`src/rtl/sc_statemachine_cursor.sv`:
```
// Cursor/point game control FSM: button-driven clear/load/shift strobes, lives counter, game over.
// Optional hold-to-repeat of direction moves under `SC_STATEMACHINECURSOR_AUTOREPEAT_EN.
module sc_statemachine_cursor #(
    parameter int LIVES_INIT    = 3,
    parameter int LIVES_W       = 3,
    parameter int REPEAT_DELAY  = 8,
    parameter int REPEAT_PERIOD = 4,
    parameter int CNT_W         = 24
) (
    input  logic               SC_STATEMACHINECURSOR_CLOCK_50,
    input  logic               SC_STATEMACHINECURSOR_RESET_InHigh,
    input  logic               SC_STATEMACHINECURSOR_startButton_InLow,
    input  logic               SC_STATEMACHINECURSOR_upButton_InLow,
    input  logic               SC_STATEMACHINECURSOR_downButton_InLow,
    input  logic               SC_STATEMACHINECURSOR_leftButton_InLow,
    input  logic               SC_STATEMACHINECURSOR_rightButton_InLow,
    input  logic               SC_STATEMACHINECURSOR_topEdge_InLow,
    input  logic               SC_STATEMACHINECURSOR_bottomEdge_InLow,
    input  logic               SC_STATEMACHINECURSOR_leftEdge_InLow,
    input  logic               SC_STATEMACHINECURSOR_rightEdge_InLow,
    input  logic               SC_STATEMACHINECURSOR_hit_InLow,
    output logic               SC_STATEMACHINECURSOR_clear_OutLow,
    output logic               SC_STATEMACHINECURSOR_load0_OutLow,
    output logic               SC_STATEMACHINECURSOR_load1_OutLow,
    output logic [1:0]         SC_STATEMACHINECURSOR_shiftselection_Out,
    output logic [LIVES_W-1:0] SC_STATEMACHINECURSOR_lives_Out,
    output logic               SC_STATEMACHINECURSOR_gameover_Out
);

    typedef enum logic [3:0] {
        S_RESET    = 4'd0,
        S_START    = 4'd1,
        S_CHECK    = 4'd2,
        S_INIT     = 4'd3,
        S_UP       = 4'd4,
        S_DOWN     = 4'd5,
        S_LEFT     = 4'd6,
        S_RIGHT    = 4'd7,
        S_RELEASE  = 4'd8,
        S_GAMEOVER = 4'd9
    } state_t;

    logic clk, rst;
    assign clk = SC_STATEMACHINECURSOR_CLOCK_50;
    assign rst = SC_STATEMACHINECURSOR_RESET_InHigh;

    logic start_n, up_n, down_n, left_n, right_n, hit_n;
    assign start_n = SC_STATEMACHINECURSOR_startButton_InLow;
    assign up_n    = SC_STATEMACHINECURSOR_upButton_InLow;
    assign down_n  = SC_STATEMACHINECURSOR_downButton_InLow;
    assign left_n  = SC_STATEMACHINECURSOR_leftButton_InLow;
    assign right_n = SC_STATEMACHINECURSOR_rightButton_InLow;
    assign hit_n   = SC_STATEMACHINECURSOR_hit_InLow;

    // A direction counts as pressed only when its edge flag allows the move.
    logic up_ok, down_ok, left_ok, right_ok, all_released;
    assign up_ok    = ~up_n    & SC_STATEMACHINECURSOR_topEdge_InLow;
    assign down_ok  = ~down_n  & SC_STATEMACHINECURSOR_bottomEdge_InLow;
    assign left_ok  = ~left_n  & SC_STATEMACHINECURSOR_leftEdge_InLow;
    assign right_ok = ~right_n & SC_STATEMACHINECURSOR_rightEdge_InLow;
    assign all_released = start_n & up_n & down_n & left_n & right_n;

    state_t              state, state_next;
    logic [LIVES_W-1:0]  lives, lives_next;
    logic                hit_prev, hit_fall, hit_live;

    assign hit_fall = hit_prev & ~hit_n;
    assign hit_live = !(state inside {S_RESET, S_START, S_GAMEOVER});

    always_comb begin
        lives_next = lives;
        if (state == S_INIT)
            lives_next = LIVES_W'(LIVES_INIT);
        else if (hit_fall && hit_live && lives != '0)
            lives_next = lives - 1'b1;
    end

`ifdef SC_STATEMACHINECURSOR_AUTOREPEAT_EN
    state_t           dir;
    logic             rep_phase;
    logic [CNT_W-1:0] timer, thr;
    logic             dir_held, dir_ok, at_thr;

    assign thr    = rep_phase ? CNT_W'(REPEAT_PERIOD - 1) : CNT_W'(REPEAT_DELAY - 1);
    assign at_thr = (timer == thr);

    always_comb begin
        dir_held = 1'b0;
        dir_ok   = 1'b0;
        case (dir)
            S_UP:    begin dir_held = ~up_n;    dir_ok = up_ok;    end
            S_DOWN:  begin dir_held = ~down_n;  dir_ok = down_ok;  end
            S_LEFT:  begin dir_held = ~left_n;  dir_ok = left_ok;  end
            S_RIGHT: begin dir_held = ~right_n; dir_ok = right_ok; end
            default: ;
        endcase
    end
`endif

    always_comb begin
        state_next = state;
        case (state)
            S_RESET: state_next = S_START;
            S_START: state_next = S_CHECK;
            S_CHECK: begin
                if (!start_n)      state_next = S_INIT;
                else if (up_ok)    state_next = S_UP;
                else if (down_ok)  state_next = S_DOWN;
                else if (left_ok)  state_next = S_LEFT;
                else if (right_ok) state_next = S_RIGHT;
            end
            S_INIT, S_UP, S_DOWN, S_LEFT, S_RIGHT: state_next = S_RELEASE;
            S_RELEASE: begin
                if (all_released)
                    state_next = S_CHECK;
`ifdef SC_STATEMACHINECURSOR_AUTOREPEAT_EN
                else if (dir_held && dir_ok && at_thr)
                    state_next = dir;
`endif
            end
            S_GAMEOVER: if (!start_n) state_next = S_INIT;
            default: state_next = S_CHECK;
        endcase
        // Running out of lives beats any button decision.
        if (lives_next == '0 && state != S_GAMEOVER)
            state_next = S_GAMEOVER;
    end

    always_ff @(posedge clk or posedge rst) begin
        if (rst) begin
            state    <= S_RESET;
            lives    <= LIVES_W'(LIVES_INIT);
            hit_prev <= 1'b1;
        end else begin
            state    <= state_next;
            lives    <= lives_next;
            hit_prev <= hit_n;
        end
    end

`ifdef SC_STATEMACHINECURSOR_AUTOREPEAT_EN
    always_ff @(posedge clk or posedge rst) begin
        if (rst) begin
            dir       <= S_INIT;
            rep_phase <= 1'b0;
            timer     <= '0;
        end else begin
            case (state)
                S_INIT: begin
                    dir       <= S_INIT;
                    rep_phase <= 1'b0;
                    timer     <= '0;
                end
                S_UP, S_DOWN, S_LEFT, S_RIGHT: begin
                    dir   <= state;
                    timer <= '0;
                end
                S_RELEASE: begin
                    if (state_next == S_CHECK) begin
                        rep_phase <= 1'b0;
                        timer     <= '0;
                    end else if (state_next == dir) begin
                        rep_phase <= 1'b1;
                    end else if (dir_held && !dir_ok && at_thr) begin
                        timer <= '0;
                    end else if (timer != '1) begin
                        timer <= timer + 1'b1;
                    end
                end
                default: ;
            endcase
        end
    end
`endif

    // Moore decode straight from the state register so async reset idles the strobes at once.
    always_comb begin
        SC_STATEMACHINECURSOR_clear_OutLow       = 1'b1;
        SC_STATEMACHINECURSOR_load0_OutLow       = 1'b1;
        SC_STATEMACHINECURSOR_load1_OutLow       = 1'b1;
        SC_STATEMACHINECURSOR_shiftselection_Out = 2'b11;
        SC_STATEMACHINECURSOR_gameover_Out       = 1'b0;
        case (state)
            S_INIT:     SC_STATEMACHINECURSOR_clear_OutLow       = 1'b0;
            S_UP:       SC_STATEMACHINECURSOR_load0_OutLow       = 1'b0;
            S_DOWN:     SC_STATEMACHINECURSOR_load1_OutLow       = 1'b0;
            S_LEFT:     SC_STATEMACHINECURSOR_shiftselection_Out = 2'b01;
            S_RIGHT:    SC_STATEMACHINECURSOR_shiftselection_Out = 2'b10;
            S_GAMEOVER: SC_STATEMACHINECURSOR_gameover_Out       = 1'b1;
            default: ;
        endcase
    end

    assign SC_STATEMACHINECURSOR_lives_Out = lives;

endmodule

```
`config.mk`:
```
export PLATFORM = sky130hd
export DESIGN_NAME = sc_statemachine_cursor
export DESIGN_NICKNAME = d
export VERILOG_FILES = /design/src/rtl/sc_statemachine_cursor.sv
export SDC_FILE = /design/constraint.sdc
export NUM_CORES = 1
export LEC_CHECK = 0
export BUFFER_PORTS_ARGS = -buffer_cell sky130_fd_sc_hd__buf_2
export CELL_PAD_IN_SITES_DETAIL_PLACEMENT = 0
export CELL_PAD_IN_SITES_GLOBAL_PLACEMENT = 1
export CORE_MARGIN = 2
export CORE_UTILIZATION = 36
export CTS_BUF_LIST = sky130_fd_sc_hd__clkbuf_8 sky130_fd_sc_hd__clkbuf_16
export CTS_CLUSTER_DIAMETER = 150
export DETAILED_ROUTE_END_ITERATION = 8
export PLACE_DENSITY_LB_ADDON = 0.1
export RECOVER_POWER = 50
export SKIP_LAST_GASP = 1
export SLEW_MARGIN = 40
export SYNTH_ARGS = -nofsm -noshare
export SYNTH_HDL_FRONTEND = slang
export SYNTH_SLANG_ARGS = --single-unit
```
`constraint.sdc`:
```
create_clock -name SC_STATEMACHINECURSOR_CLOCK_50 -period 2.5 [get_ports SC_STATEMACHINECURSOR_CLOCK_50]
set_input_delay 0.125 -clock SC_STATEMACHINECURSOR_CLOCK_50 [delete_from_list [all_inputs] [get_ports SC_STATEMACHINECURSOR_CLOCK_50]]
set_output_delay 0.125 -clock SC_STATEMACHINECURSOR_CLOCK_50 [all_outputs]
set_load 0.01 [all_outputs]
```
==> results by group <==
Floorplan
  • Total core area: 1764 sq um
  • Starting Density: 38.79%
  • Die area: about 2300 sq um
  • Row count: 15
  • DIE HEIGHT: 47.60 microns
  • Boundary pin count: 21
  • Die X: 47.60 microns

Yosys
  • Synth warnings: 0
  • Post-synth EDFFs: 0
  • Post-synth ARST share: 100.0%
  • Sequential share of the synthesized area: 29.80%
  • Post-Synthesis Cell Area: a little under 700 sq um
  • Yosys cell types: 41
  • Seq cells post-synth: 8
  • Dominant synthesized flop cell: dfrtp_1
  • Mapped Cells: 74
  • Net Count, Synth: about 90
  • Syn avg cell area: 9.249 sq um

Timing
  • Actual slew at the worst max-slew pin: 447.3 ps
  • Final hold vios: 0
  • Tcrit/Tclk final: ~85%
  • Relative slew slack: a little over two thirds
  • Pins Over Slew Limit: 0
  • Skew final: between 7 and 8 ps
  • RSZ-0062 raised after global routing: no
  • Post-layout min period: 2121 ps
  • Endpoints failing setup: 0
  • Fmax achieved: 471.4 MHz
  • Setup TNS: 0 ps
  • Slack of the critical path: 378.9 ps

Worst setup path
  • CP max FO: 4
  • Crit. End Element: flop
  • Startpoint types: flop
  • Critical Path Start: SC_STATEMACHINECURSOR_lives_Out[0]
  • CP required: around 2600 ps
  • Reg2Reg Setup Slack: 380 ps
  • Reg2reg end: state[3]
  • Critical path class: reg2reg
  • FF-to-FF Start: SC_STATEMACHINECURSOR_lives_Out[0]
  • Reg2Reg Depth: 7
  • Worst Path Arrival: 2230 ps

Global routing
  • Gr usage total: 16.20%
  • Antenna violations before repair: 0
  • Number of global-route vias before repair: 600
  • First-pass GRT wire length: ~2600 microns
  • Gr ovfl total: 0
  • Largest net degree at the start of global routing: 13

Placed design
  • DP HPWL: 1097 microns
  • Setup WS pre-CTS: 394.0 ps
  • GPL Wtd Cong: 0.7101
  • I/O Buffers: 20
  • Placed Area: slightly below 800 sq um
  • Placed cells: 116

Route
  • Routed wire length: between 1000 and 1500 microns
  • DR vias: roughly 600
  • Met1 WL: roughly 720 microns
  • Met3 routed WL: 66 microns
  • Via density: 4.877
  • Post-route ant nets: 0
  • First-pass detailed-route iteration total: 4
  • Iteration-0 DRC Markers: 13
  • WL met2: 625 microns
  • WL/cell: ~12 microns
  • DR top layer: met3
  • DRC: 0

Clock tree
  • H-tree levels: 1
  • Post-CTS Hold Fix Bufs: 2
  • CTS Sinks: 8
  • Max Root-Sink Buffers: 2
  • Clk slew on worst S/H paths: 40 ps
  • CTS tree: done
  • CTS resizes: 0
  • Clk root buf: clkbuf_8
  • Buffers inserted by post-CTS timing repair: 0
  • Skew-Pair Late Insertion Delay: 230 ps
  • TritonCTS Buffers: 3

Pwr
  • LEAKAGE: approximately 0.37 nW
  • Reg power frac: 31.2%
  • Clock Power Share: around 17%
  • P_int: 0.5315 mW
  • Switching Share: 41.97%
  • Maximum vdd drop: between 0.5 and 0.6 mV
  • Total power: slightly above 0.9 mW
  • Pwr per Cell Area: 1080 nW/um^2
  • Psw: between 0.3 and 0.4 mW
  • Comb power frac: 51.6%

Cells and area
  • Nets: between 100 and 150
  • N_diodes: 0
  • Final instance area: 848.3 sq um
  • Synth-to-layout area growth: 23.95%
  • Non-Filler Instances: approximately 120
  • Fillers: 193
  • Fraction of layout cells with a size suffix above 1: 34.02%

Hold path
  • Hold Crit Class: in2reg
  • Worst Hold Endpoint: state[0]
  • Hold Startpoint: SC_STATEMACHINECURSOR_startButton_InLow
  • Cells on Worst Hold Path: 2

Status
  • Outcome: finished clean

Run
  • Max-Cap Viols: 0
-- worst max-delay path, cell delays in order, from the launching register on --
cell and delay [ps]:
dfstp_2 540, inv_1 80, ha_1 190, and2b_2 220
a2111oi_4 210, mux2i_1 300, a211oi_2 90, or3_1 370
-- flip-flops by register name, summed over array words and instances, names as in the netlist --
signal / cells
SC_STATEMACHINECURSOR_lives_Out: 3
hit_prev: 1
state: 4
-- synth_stat cells (all sizes together) (2+ instances only) --
library cell  number  area share [%]
nand2              6             3.3
dfrtp              5              18
inv                5             2.7
nand2b             5             6.0
nor3               5             4.4
buf                4             5.1
nand3              4             2.9
nor2               4             2.6
nor2b              4             5.1
dfstp              3              12
a2111oi            2             5.3
a211o              2             2.6
a21oi              2             1.5
and2b              2             2.4
ha                 2             3.7
o21ai              2             1.5
or3                2             1.8
xnor2              2             2.6
-- cell type report --
| cell class | instances | area, sq um | area share, % |
|---|---|---|---|
| well taps | 25 | 31.28 | 3.687 |
| clock inverters | 1 | 3.754 | 0.4425 |
| multi-input cells | 57 | 426.7 | 50.29 |
| repair buffers | 23 | 122.6 | 14.45 |
| flip-flops and latches | 8 | 203.9 | 24.04 |
| clock buffers | 3 | 41.29 | 4.867 |
| inverters | 5 | 18.77 | 2.212 |
-- power groups by stage --
stage                     clock (mW)  combinational [mW]  sequential [mW]
after floorplan                    0               0.426            0.245
after global placement             0               0.490            0.285
after detailed placement           0               0.479            0.284
after CTS                      0.164               0.485            0.282
after global routing           0.176               0.536            0.298
final                          0.157               0.473            0.286
-- cell usage in the layout (no fill, tap or decap), types with 3 or more instances in the layout --
master	instances
nand2_1	6
nand3_1	4
clkbuf_1	4
nand2b_1	3
buf_2	16
nor3_1	4
nor2_1	3
dfstp_2	3
inv_1	6
clkbuf_8	3
dfrtp_1	5
-- layer usage --
metal | vias up | GRT usage, %
met1 | 275 | 22.02
met2 | 10 | 23.24
met5 | - | 0
met3 | 0 | 6.038
li1 | 310 | -
met4 | 0 | 6.486
-- how the worst max path moves through the flow --
stage                          end  slack, ps  cells past startpoint
after floorplan           state[3]        450                      7
after global placement    state[3]        430                      7
after detailed placement  state[3]        390                      7
after CTS                 state[3]        380                      7
after global routing      state[3]        250                      7
final                     state[3]        380                      7
-- logic make-up after synthesis --
logic type / synth area share (%)
muxes: 1.463
DFF: 29.80
and+or+nand+nor: 36.02
buffers and inverters: 7.861
adders and majority gates: 3.656
xor gates and xnor gates: 2.560
AOI/OAI and AO/OA: 18.65
-- per-stage QoR --
stage / hold WS [ps] / util (%)
2_1_floorplan: -61.49 / -
3_3_place_gp: 81.10 / 44.68
3_5_place_dp: 81.48 / 44.68
4_1_cts: 208.9 / 48.37
5_1_grt: 229.5 / 48.09
6_report: 206.4 / 48.09
(Power assumes the default switching activity.)
